<file path="config.mk">
export PLATFORM = sky130hd
export DESIGN_NAME = mac_controller_flat
export DESIGN_NICKNAME = d
export VERILOG_FILES = /design/src/rtl/mac_controller_if.sv /design/src/rtl/mac_controller.sv /design/src/flat_wrapper.sv
export SDC_FILE = /design/constraint.sdc
export NUM_CORES = 1
export LEC_CHECK = 0
export CAP_MARGIN = 30
export CORE_AREA = 2 2 39 41
export DETAILED_ROUTE_END_ITERATION = 8
export DIE_AREA = 0 0 41 43
export HOLD_SLACK_MARGIN = 0.08
export MAX_ROUTING_LAYER = met4
export SLEW_MARGIN = 25
export SYNTH_ARGS = -nofsm -noshare
export SYNTH_HDL_FRONTEND = slang
export SYNTH_SLANG_ARGS = --single-unit
</file>
<file path="constraint.sdc">
create_clock -name clk -period 2.87 [get_ports clk]
set_input_delay 0.7175 -clock clk [delete_from_list [all_inputs] [get_ports clk]]
set_output_delay 0.7175 -clock clk [all_outputs]
set_load 0.02 [all_outputs]
</file>
<file path="src/rtl/mac_controller_if.sv">
// rtl/mac_controller_if.sv - handshake and control bundle between the MAC sequencer and its datapath
interface mac_controller_if;
    logic       start;
    logic       CMReady;
    logic       ldArgs;
    logic [1:0] seli;
    logic       CMStart;
    logic       init0Acc;
    logic       ldAcc;
    logic       busy;
    logic       done;
    logic       error;

    modport master (
        output start, CMReady,
        input  ldArgs, seli, CMStart, init0Acc, ldAcc, busy, done, error
    );

    modport slave (
        input  start, CMReady,
        output ldArgs, seli, CMStart, init0Acc, ldAcc, busy, done, error
    );
endinterface

</file>
<file path="src/rtl/mac_controller.sv">
// rtl/mac_controller.sv - 4-term complex MAC sequencer; MAC_CTRL_TIMEOUT_EN enables the WAITM timeout abort
module mac_controller #(
    parameter int TIMEOUT_CYCLES = 64
) (
    input  logic             clk,
    input  logic             rst,
    mac_controller_if.slave  bus
);
    localparam logic [2:0] IDLE   = 3'd0;
    localparam logic [2:0] LOAD   = 3'd1;
    localparam logic [2:0] STARTM = 3'd2;
    localparam logic [2:0] WAITM  = 3'd3;
    localparam logic [2:0] ACC    = 3'd4;
    localparam logic [2:0] DONE   = 3'd5;
    localparam logic [2:0] ERR    = 3'd6;

    logic [2:0] state;
    logic [1:0] idx;
    logic       armed;
    logic       accept;

    // armed is the registered history, so a ready still high from the previous term cannot match
    assign accept = armed && bus.CMReady;

`ifdef MAC_CTRL_TIMEOUT_EN
    localparam int RAW_W = $clog2(TIMEOUT_CYCLES);
    localparam int CW    = (RAW_W < 6) ? 6 : ((RAW_W > 16) ? 16 : RAW_W);
    localparam logic [CW-1:0] TLIM = CW'(TIMEOUT_CYCLES - 1);
    logic [CW-1:0] tcnt;
`else
    logic unused_timeout;
    assign unused_timeout = (TIMEOUT_CYCLES != 0);
`endif

    always_ff @(posedge clk or posedge rst) begin
        if (rst) begin
            state <= IDLE;
            idx   <= 2'd0;
            armed <= 1'b0;
`ifdef MAC_CTRL_TIMEOUT_EN
            tcnt  <= '0;
`endif
        end else begin
            case (state)
                IDLE: begin
                    if (bus.start) state <= LOAD;
                end
                LOAD: begin
                    idx   <= 2'd0;
                    state <= STARTM;
                end
                STARTM: begin
                    armed <= 1'b0;
                    state <= WAITM;
`ifdef MAC_CTRL_TIMEOUT_EN
                    tcnt  <= '0;
`endif
                end
                WAITM: begin
                    if (accept) begin
                        state <= ACC;
                    end else begin
                        if (!bus.CMReady) armed <= 1'b1;
`ifdef MAC_CTRL_TIMEOUT_EN
                        if (tcnt == TLIM) state <= ERR;
                        else              tcnt  <= tcnt + 1'b1;
`endif
                    end
                end
                ACC: begin
                    if (idx == 2'd3) begin
                        state <= DONE;
                    end else begin
                        idx   <= idx + 2'd1;
                        state <= STARTM;
                    end
                end
                DONE: begin
                    state <= bus.start ? LOAD : IDLE;
                end
                ERR: begin
                    if (bus.start) state <= LOAD;
                end
                default: state <= IDLE;
            endcase
        end
    end

    always_comb begin
        bus.ldArgs   = 1'b0;
        bus.seli     = 2'd0;
        bus.CMStart  = 1'b0;
        bus.init0Acc = 1'b0;
        bus.ldAcc    = 1'b0;
        bus.busy     = 1'b0;
        bus.done     = 1'b0;
        bus.error    = 1'b0;
        case (state)
            LOAD: begin
                bus.ldArgs   = 1'b1;
                bus.init0Acc = 1'b1;
                bus.busy     = 1'b1;
            end
            STARTM: begin
                bus.CMStart = 1'b1;
                bus.seli    = idx;
                bus.busy    = 1'b1;
            end
            WAITM: begin
                bus.seli = idx;
                bus.busy = 1'b1;
            end
            ACC: begin
                bus.ldAcc = 1'b1;
                bus.seli  = idx;
                bus.busy  = 1'b1;
            end
            DONE: begin
                bus.done = 1'b1;
                bus.busy = 1'b1;
            end
            ERR: begin
`ifdef MAC_CTRL_TIMEOUT_EN
                bus.error = 1'b1;
`else
                bus.error = 1'b0;
`endif
            end
            default: ;
        endcase
    end
endmodule
</file>
<file path="src/flat_wrapper.sv">
// flat-port wrapper written by rule: the top's interface ports become plain ports
module mac_controller_flat 
#(
    parameter int TIMEOUT_CYCLES = 64
)
  (clk, rst, bus_start, bus_CMReady, bus_ldArgs, bus_seli, bus_CMStart, bus_init0Acc, bus_ldAcc, bus_busy, bus_done, bus_error);
  mac_controller_if bus_i ();
  input  logic clk;
  input  logic rst;
  input wire logic [$bits(bus_i.start)-1:0] bus_start;
  input wire logic [$bits(bus_i.CMReady)-1:0] bus_CMReady;
  output wire logic [$bits(bus_i.ldArgs)-1:0] bus_ldArgs;
  output wire logic [$bits(bus_i.seli)-1:0] bus_seli;
  output wire logic [$bits(bus_i.CMStart)-1:0] bus_CMStart;
  output wire logic [$bits(bus_i.init0Acc)-1:0] bus_init0Acc;
  output wire logic [$bits(bus_i.ldAcc)-1:0] bus_ldAcc;
  output wire logic [$bits(bus_i.busy)-1:0] bus_busy;
  output wire logic [$bits(bus_i.done)-1:0] bus_done;
  output wire logic [$bits(bus_i.error)-1:0] bus_error;
  assign bus_i.start = bus_start;
  assign bus_i.CMReady = bus_CMReady;
  assign bus_ldArgs = bus_i.ldArgs;
  assign bus_seli = bus_i.seli;
  assign bus_CMStart = bus_i.CMStart;
  assign bus_init0Acc = bus_i.init0Acc;
  assign bus_ldAcc = bus_i.ldAcc;
  assign bus_busy = bus_i.busy;
  assign bus_done = bus_i.done;
  assign bus_error = bus_i.error;
  mac_controller #(.TIMEOUT_CYCLES(TIMEOUT_CYCLES)) u_core (.clk(clk), .rst(rst), .bus(bus_i));
endmodule
</file>
==> metrics.cfg, run 1 <==
[power_and_ir_drop]
power.leakage_nw = 0.2297
power.density_nw_per_um2 = 1046
power_w = 0.0005722
vdd_ir_drop_max_mv = 0.4725

[placement]
io_buffers = 11
dp_hpwl_um = 664.8
placed_cell_area_um2 = 524.3
pre_cts_ws_ps = 482.7
place.gp.congestion = 0.7614

[drt]
wl_met3_um = 32
top_layer_used = met3
route.detailed.drc = 0
antenna_left = 0
num_vias = 371
met1Wirelength_um = 435
wl_um = 855
dr_wl_met2_um = 387
wl_per_cell_um = 11.40
drt_iter0_drc = 11
firstDrtPassIters = 4
vias_per_cell = 4.947

[worst_hold_path]
hold_path.class = reg -> reg
whs_path_depth = 2
holdCritStartpoint = u_core.armed
worstHoldEndpoint = u_core.armed

[die]
ioPinCount = 13
core_um2 = 1384
die_y_um = 43
row_count = 14
die_area_um2 = 1763
initial_core_util_pct = 30.65
die_w_um = 41

[setup_path]
start_kind = flip-flop
path_buf_inv = 1
cp_slowest_cell = clkdlybuf4s50_1
reg2reg_slack_ps = 1420
crit_fanout = 16
reg2regPathDepth = 3
cpLargestDelayFamily = buffers and inverters
crit_path_frequent_cell = nor2b_1
max_stage_delay_ps = 610
critPathKind = reg -> out
endpoint_kind = output pin
r2r_start = u_core.state[2]
worstPathArrival_ps = 1930
critical_path.cell_chain = nor2b_1 > a21oi_1 > nor2b_1 > clkdlybuf4s50_1
worstPathRequired_ps = 2150
r2r_end = u_core.state[0]

[clocking]
cts-resized-gates = 0
htree_num_levels = 1
cts_setup_buffers = 0
clockBufferDepth = 2
cts_tree = yes
ctsHoldBuffers = 0
clock-root-buffer = clkbuf_4
clock_latency_ps = 240
clk_pin_slew_ps = 40
cts.sinks = 6
cts_buffers = 3

[sta]
hold_ws_ps = 526.2
final_max_slew_viol_count = 0
rsz0062_at_grt = false
setup_viol = 0
period_minus_slack_ps = 2649
fmax_mhz = 377.5
skew_ps = 2.186
layout_setup_ws_ps = 220.9
final-hold-violation-count = 0
period_share_pct = 92.30
fin_tns_setup_ps = 0

[logic_synthesis]
synth_top_area_share_pct = 35.40
syn-num-nets = 55
synth_edf_count = 0
synth.largest_area_cell = dfrtp_1
synth_cell_types = 27
synth_seq_cells = 6
async_flop_share_pct = 100.0
synthTopCellsByArea = dfrtp_1 35%, nor3_1 7.1%, nor2b_1 4.4%
synth_area_um2 = 424.2
postSynthCellCount = 50
synth.avg_cell_area_um2 = 8.483
ys_top_cells_by_count = 6 x dfrtp_1, 6 x nor3_1
synth_ff_type = dfrtp_1
synth.yosys.seq_area_share_pct = 35.40
yosys_warnings = 0

[final_layout]
diodes = 0
synthToLayoutAreaGrowth_pct = 28.91
fin_nets = 66
final_area_um2 = 546.8
layout-drive-gt1-share_pct = 10.17

[global_route]
antenna_found_initial = 0
grt_pass1_vias = 321
grt_max_degree = 17
grt_pass1_wl_mm = 1.366
grt_usage_pct = 12.06
overflow = 0

[run_status]
status = complete, no violations

[run]
cap_violations = 0

[metrics by stage]
| step | cells | utilization [%] |
|---|---|---|
| final | 75 | 39.51 |
| after global placement | 72 | 37.88 |
| after global routing | 75 | 39.51 |
| after floorplan | 50 | - |
| after CTS | 75 | 39.51 |
| after detailed placement | 72 | 37.88 |
[logic make-up after synthesis]
| kind of cell | after synthesis | share of synthesized area [%] |
|---|---|---|
| mux | 2 | 5.015 |
| buf+inv | 9 | 10.62 |
| other cells | 1 | 0.8841 |
| fa+ha+maj | 2 | 5.604 |
| simple gates | 17 | 20.06 |
| flops | 6 | 35.40 |
| compound gates | 13 | 22.42 |
[cell type report]
| class | instances | area, um2 |
|---|---|---|
| fillers | 146 | 837.1 |
| multi-input cells | 35 | 229.0 |
| flip-flops and latches | 6 | 150.1 |
| repair buffers | 11 | 110.1 |
| clock buffers | 3 | 22.52 |
| well taps | 16 | 20.02 |
| inverters | 4 | 15.01 |
[report_power, final]
part           internal [W]  total [W]  switching, W  leakage [nW]
clock network     0.0000472  0.0000760     0.0000288        0.0138
logic              0.000152   0.000303      0.000150         0.142
registers          0.000120   0.000193     0.0000733        0.0741
total              0.000320   0.000572      0.000252         0.230
[worst max path at each step]
stage / startpoint / end / slack (ps) / cells past startpoint
2_1_floorplan: u_core.state[0] / bus_ldArgs / 750 / 4
3_5_place_dp: u_core.state[1] / bus_seli[1] / 480 / 4
4_1_cts: u_core.state[1] / bus_seli[1] / 210 / 4
3_3_place_gp: u_core.state[1] / bus_seli[0] / 510 / 4
5_1_grt: u_core.state[1] / bus_seli[1] / 70 / 4
6_report: u_core.state[1] / bus_seli[1] / 220 / 4
[worst register-to-register path, delay by kind of cell (launching register included)]
family | cells | cell delay, ps
AO/OA/AOI/OAI | 1 | 350
buffers and inverters | 1 | 120
adder cells (fa/ha/maj) | 1 | 310
flip-flops | 1 | 560
[metal layers]
| layer | track usage, % | vias up |
|---|---|---|
| met4 | 4.000 | 0 |
| met2 | 16.25 | 11 |
| met5 | - | - |
| li1 | - | 197 |
| met3 | 6.283 | 0 |
| met1 | 15.28 | 163 |
[flip-flops by register name, summed over array words and instances (netlist names)]
name and cells:
u_core.idx 2, u_core.state 3, u_core.armed 1
[layout by cell type (no fill, tap or decap), types with 2 or more instances in the layout]
| cell | count |
|---|---|
| nor2_1 | 3 |
| nor2b_1 | 3 |
| inv_1 | 3 |
| a21oi_1 | 3 |
| clkdlybuf4s50_1 | 11 |
| clkbuf_4 | 3 |
| dfrtp_1 | 6 |
| nand2_1 | 2 |
| nor3_1 | 6 |
| nand2b_1 | 2 |
No activity file was read; power rests on OpenSTA's default activity.
==> run 2, diff against run 1 <==
--- a/config.mk
+++ b/config.mk
@@ -7,6 +7,7 @@
 export LEC_CHECK = 0
 export CAP_MARGIN = 30
 export CORE_AREA = 2 2 39 41
+export CTS_CLUSTER_SIZE = 40
 export DETAILED_ROUTE_END_ITERATION = 8
 export DIE_AREA = 0 0 41 43
 export HOLD_SLACK_MARGIN = 0.08
==> constraint.sdc (replaced) <==
create_clock -name clk -period 3.1 [get_ports clk]
set_input_delay 0.775 -clock clk [delete_from_list [all_inputs] [get_ports clk]]
set_output_delay 0.775 -clock clk [all_outputs]
set_load 0.02 [all_outputs]
==> results of run 2 <==
Same layout as run 1 (identical final DEF). Status: complete, no violations.
Among the figures that moved: setup slack after placement 482.7 ps -> 655.2 ps; setup slack after layout 220.9 ps -> 393.4 ps; register-to-register setup slack 1420 ps -> 1650 ps; total power 0.0005722 W -> 0.0005297 W; worst IR drop on VDD 0.4725 mV -> 0.4375 mV
==> run 3, diff against run 2 <==
--- a/config.mk
+++ b/config.mk
@@ -6,12 +6,15 @@
 export NUM_CORES = 1
 export LEC_CHECK = 0
 export CAP_MARGIN = 30
-export CORE_AREA = 2 2 39 41
+export CELL_PAD_IN_SITES_DETAIL_PLACEMENT = 1
+export CELL_PAD_IN_SITES_GLOBAL_PLACEMENT = 2
+export CORE_MARGIN = 2
+export CORE_UTILIZATION = 26
 export CTS_CLUSTER_SIZE = 40
 export DETAILED_ROUTE_END_ITERATION = 8
-export DIE_AREA = 0 0 41 43
 export HOLD_SLACK_MARGIN = 0.08
 export MAX_ROUTING_LAYER = met4
+export PLACE_DENSITY_LB_ADDON = 0.1
 export SLEW_MARGIN = 25
 export SYNTH_ARGS = -nofsm -noshare
 export SYNTH_HDL_FRONTEND = slang
==> run 3 against run 2 <==
  * Critical path depth did not move
  * Register-to-register slack got worse by 20 ps
  * Clock skew rose by 6.2 ps
  * Sequential share of layout area did not move
  * Sequential cell count did not move
  * Sequential power rose by 3%
  * Worst hold slack improved by 20 ps
  * Total power rose by 3.0%
==> metrics.cfg, run 3 (synthesized netlist as in run 1, its figures left out) <==
[final_layout]
reg_top3 = u_core.state x3, u_core.idx x2, u_core.armed x1
fin_nets = 66  ; unchanged
largest_register = u_core.state
diodes = 0  ; unchanged
final_common_cell = clkdlybuf4s50_1
final_cell_mix = 11 x clkdlybuf4s50_1, 6 x nor3_1, 6 x dfrtp_1
synthToLayoutAreaGrowth_pct = 28.91  ; unchanged
layout-drive-gt1-share_pct = 10.17  ; unchanged
largest_reg_flops = 3  ; unchanged
final_core_util_pct = 35.88  ; -3.6 points

[die]
row_count = 14  ; unchanged
core_um2 = 1524  ; +10%
die_w_um = 44.39  ; +8.3%
ioPinCount = 13  ; unchanged
die_y_um = 44.39  ; +3.2%
initial_core_util_pct = 27.83  ; -2.8 points
die_area_um2 = 1970  ; +12%

[sta]
period_minus_slack_ps = 2793
final-hold-violation-count = 0  ; unchanged
final_max_slew_viol_count = 0  ; unchanged
rsz0062_at_grt = false
fmax_mhz = 358.1
setup_viol = 0  ; unchanged
skew_ps = 8.371  ; +6.185 ps
period_share_pct = 90.09
fin_tns_setup_ps = 0  ; unchanged

[clocking]
ctsHoldBuffers = 0  ; unchanged
cts_setup_buffers = 0  ; unchanged
clk_pin_slew_ps = 50  ; about the same
clock_latency_ps = 250  ; about the same
htree_num_levels = 1  ; unchanged
cts_tree = yes
cts_buffers = 3  ; unchanged
cts-resized-gates = 0  ; unchanged
clock-root-buffer = clkbuf_4
clockBufferDepth = 2  ; unchanged
cts.sinks = 6  ; unchanged

[drt]
met1Wirelength_um = 472  ; +8.5%
num_vias = 400  ; +7.8%
wl_met3_um = 43  ; +34%
top_layer_used = met4
wl_per_cell_um = 13.67  ; +20%
route.detailed.drc = 0  ; unchanged
vias_per_cell = 5.333  ; +7.8%
wl_mm = 1.025  ; +20%
antenna_left = 0  ; unchanged
drt_iter0_drc = 6  ; -5
dr_wl_met2_um = 492  ; +27%
firstDrtPassIters = 4  ; unchanged

[worst_hold_path]
hold_path.class = reg -> reg
whs_path_depth = 1  ; -1

[power_and_ir_drop]
power.density_nw_per_um2 = 998.0
vdd_ir_drop_max_mv = 0.3818
power.leakage_nw = 0.2297  ; unchanged

[setup_path]
critPathKind = reg -> out
worstPathArrival_ps = 2020  ; +90 ps
reg2regPathDepth = 3  ; unchanged
worstPathRequired_ps = 2320
crit_fanout = 16  ; unchanged
start_kind = flip-flop
endpoint_kind = output pin

[run]
cap_violations = 0  ; unchanged

[run_status]
status = complete, no violations

[global_route]
antenna_found_initial = 0  ; unchanged
grt_pass1_wl_mm = 1.752  ; +28%
overflow = 0  ; unchanged
grt_usage_pct = 12.77  ; +0.72 points
grt_max_degree = 17  ; unchanged
grt_pass1_vias = 404  ; +26%

[placement]
place.gp.congestion = 0.7792  ; +2.3%
io_buffers = 11  ; unchanged
dp_hpwl_um = 791.9  ; +19%

## run 3: layer usage
metal	up-vias	track usage, %
li1	195	-
met1	188	13.99
met2	15	22.35
met3	2	1.224
met4	0	7.273
met5	-	-
## run 3: through the flow
step,hold WS [ps],instance area [um2],total power [W],instances,setup WS (ps)
after floorplan,484.9,424.2,0.0003770,50,923.5
after global placement,534.3,524.3,0.0004686,72,646.9
after detailed placement,532.8,524.3,0.0004765,72,572.8
after CTS,547.0,546.8,0.0005512,75,307.2
after global routing,567.9,546.8,0.0005903,75,177.2
final,546.3,546.8,0.0005457,75,307.3
## run 3: path summary, 6_finish.rpt
kind	endpoint	slack, ps	startpoint
max in group asynchronous	u_core.idx[1]	2170	rst
hold reg to reg	u_core.idx[1]	550	u_core.idx[1]
setup / recovery	bus_seli[1]	310	u_core.state[1]
setup reg to reg	u_core.state[0]	1630	u_core.state[2]
hold / removal	u_core.idx[1]	550	u_core.idx[1]
min in group asynchronous	u_core.armed	740	rst
## run 3: layout make-up
cell class / count / area (um2)
Fill cell: 187 / 977.2
Sequential cell: 6 / 150.1
Clock buffer: 3 / 22.52
Multi-Input combinational cell: 35 / 229.0
Tap cell: 16 / 20.02
Inverter: 4 / 15.01
Timing Repair Buffer: 11 / 110.1
## run 3: critical path: stages (launching register included)
cell	delay, ps
dfrtp_1	620
nor2b_1	290
a21oi_1	100
nor2b_1	140
clkdlybuf4s50_1	610
## run 3: where the power goes
group / internal, W / total (W) / leakage, nW / switching [W]
combinational: 0.000142 / 0.000289 / 0.142 / 0.000147
clock: 0.0000438 / 0.0000729 / 0.0138 / 0.0000290
sequential: 0.000111 / 0.000184 / 0.0741 / 0.0000729
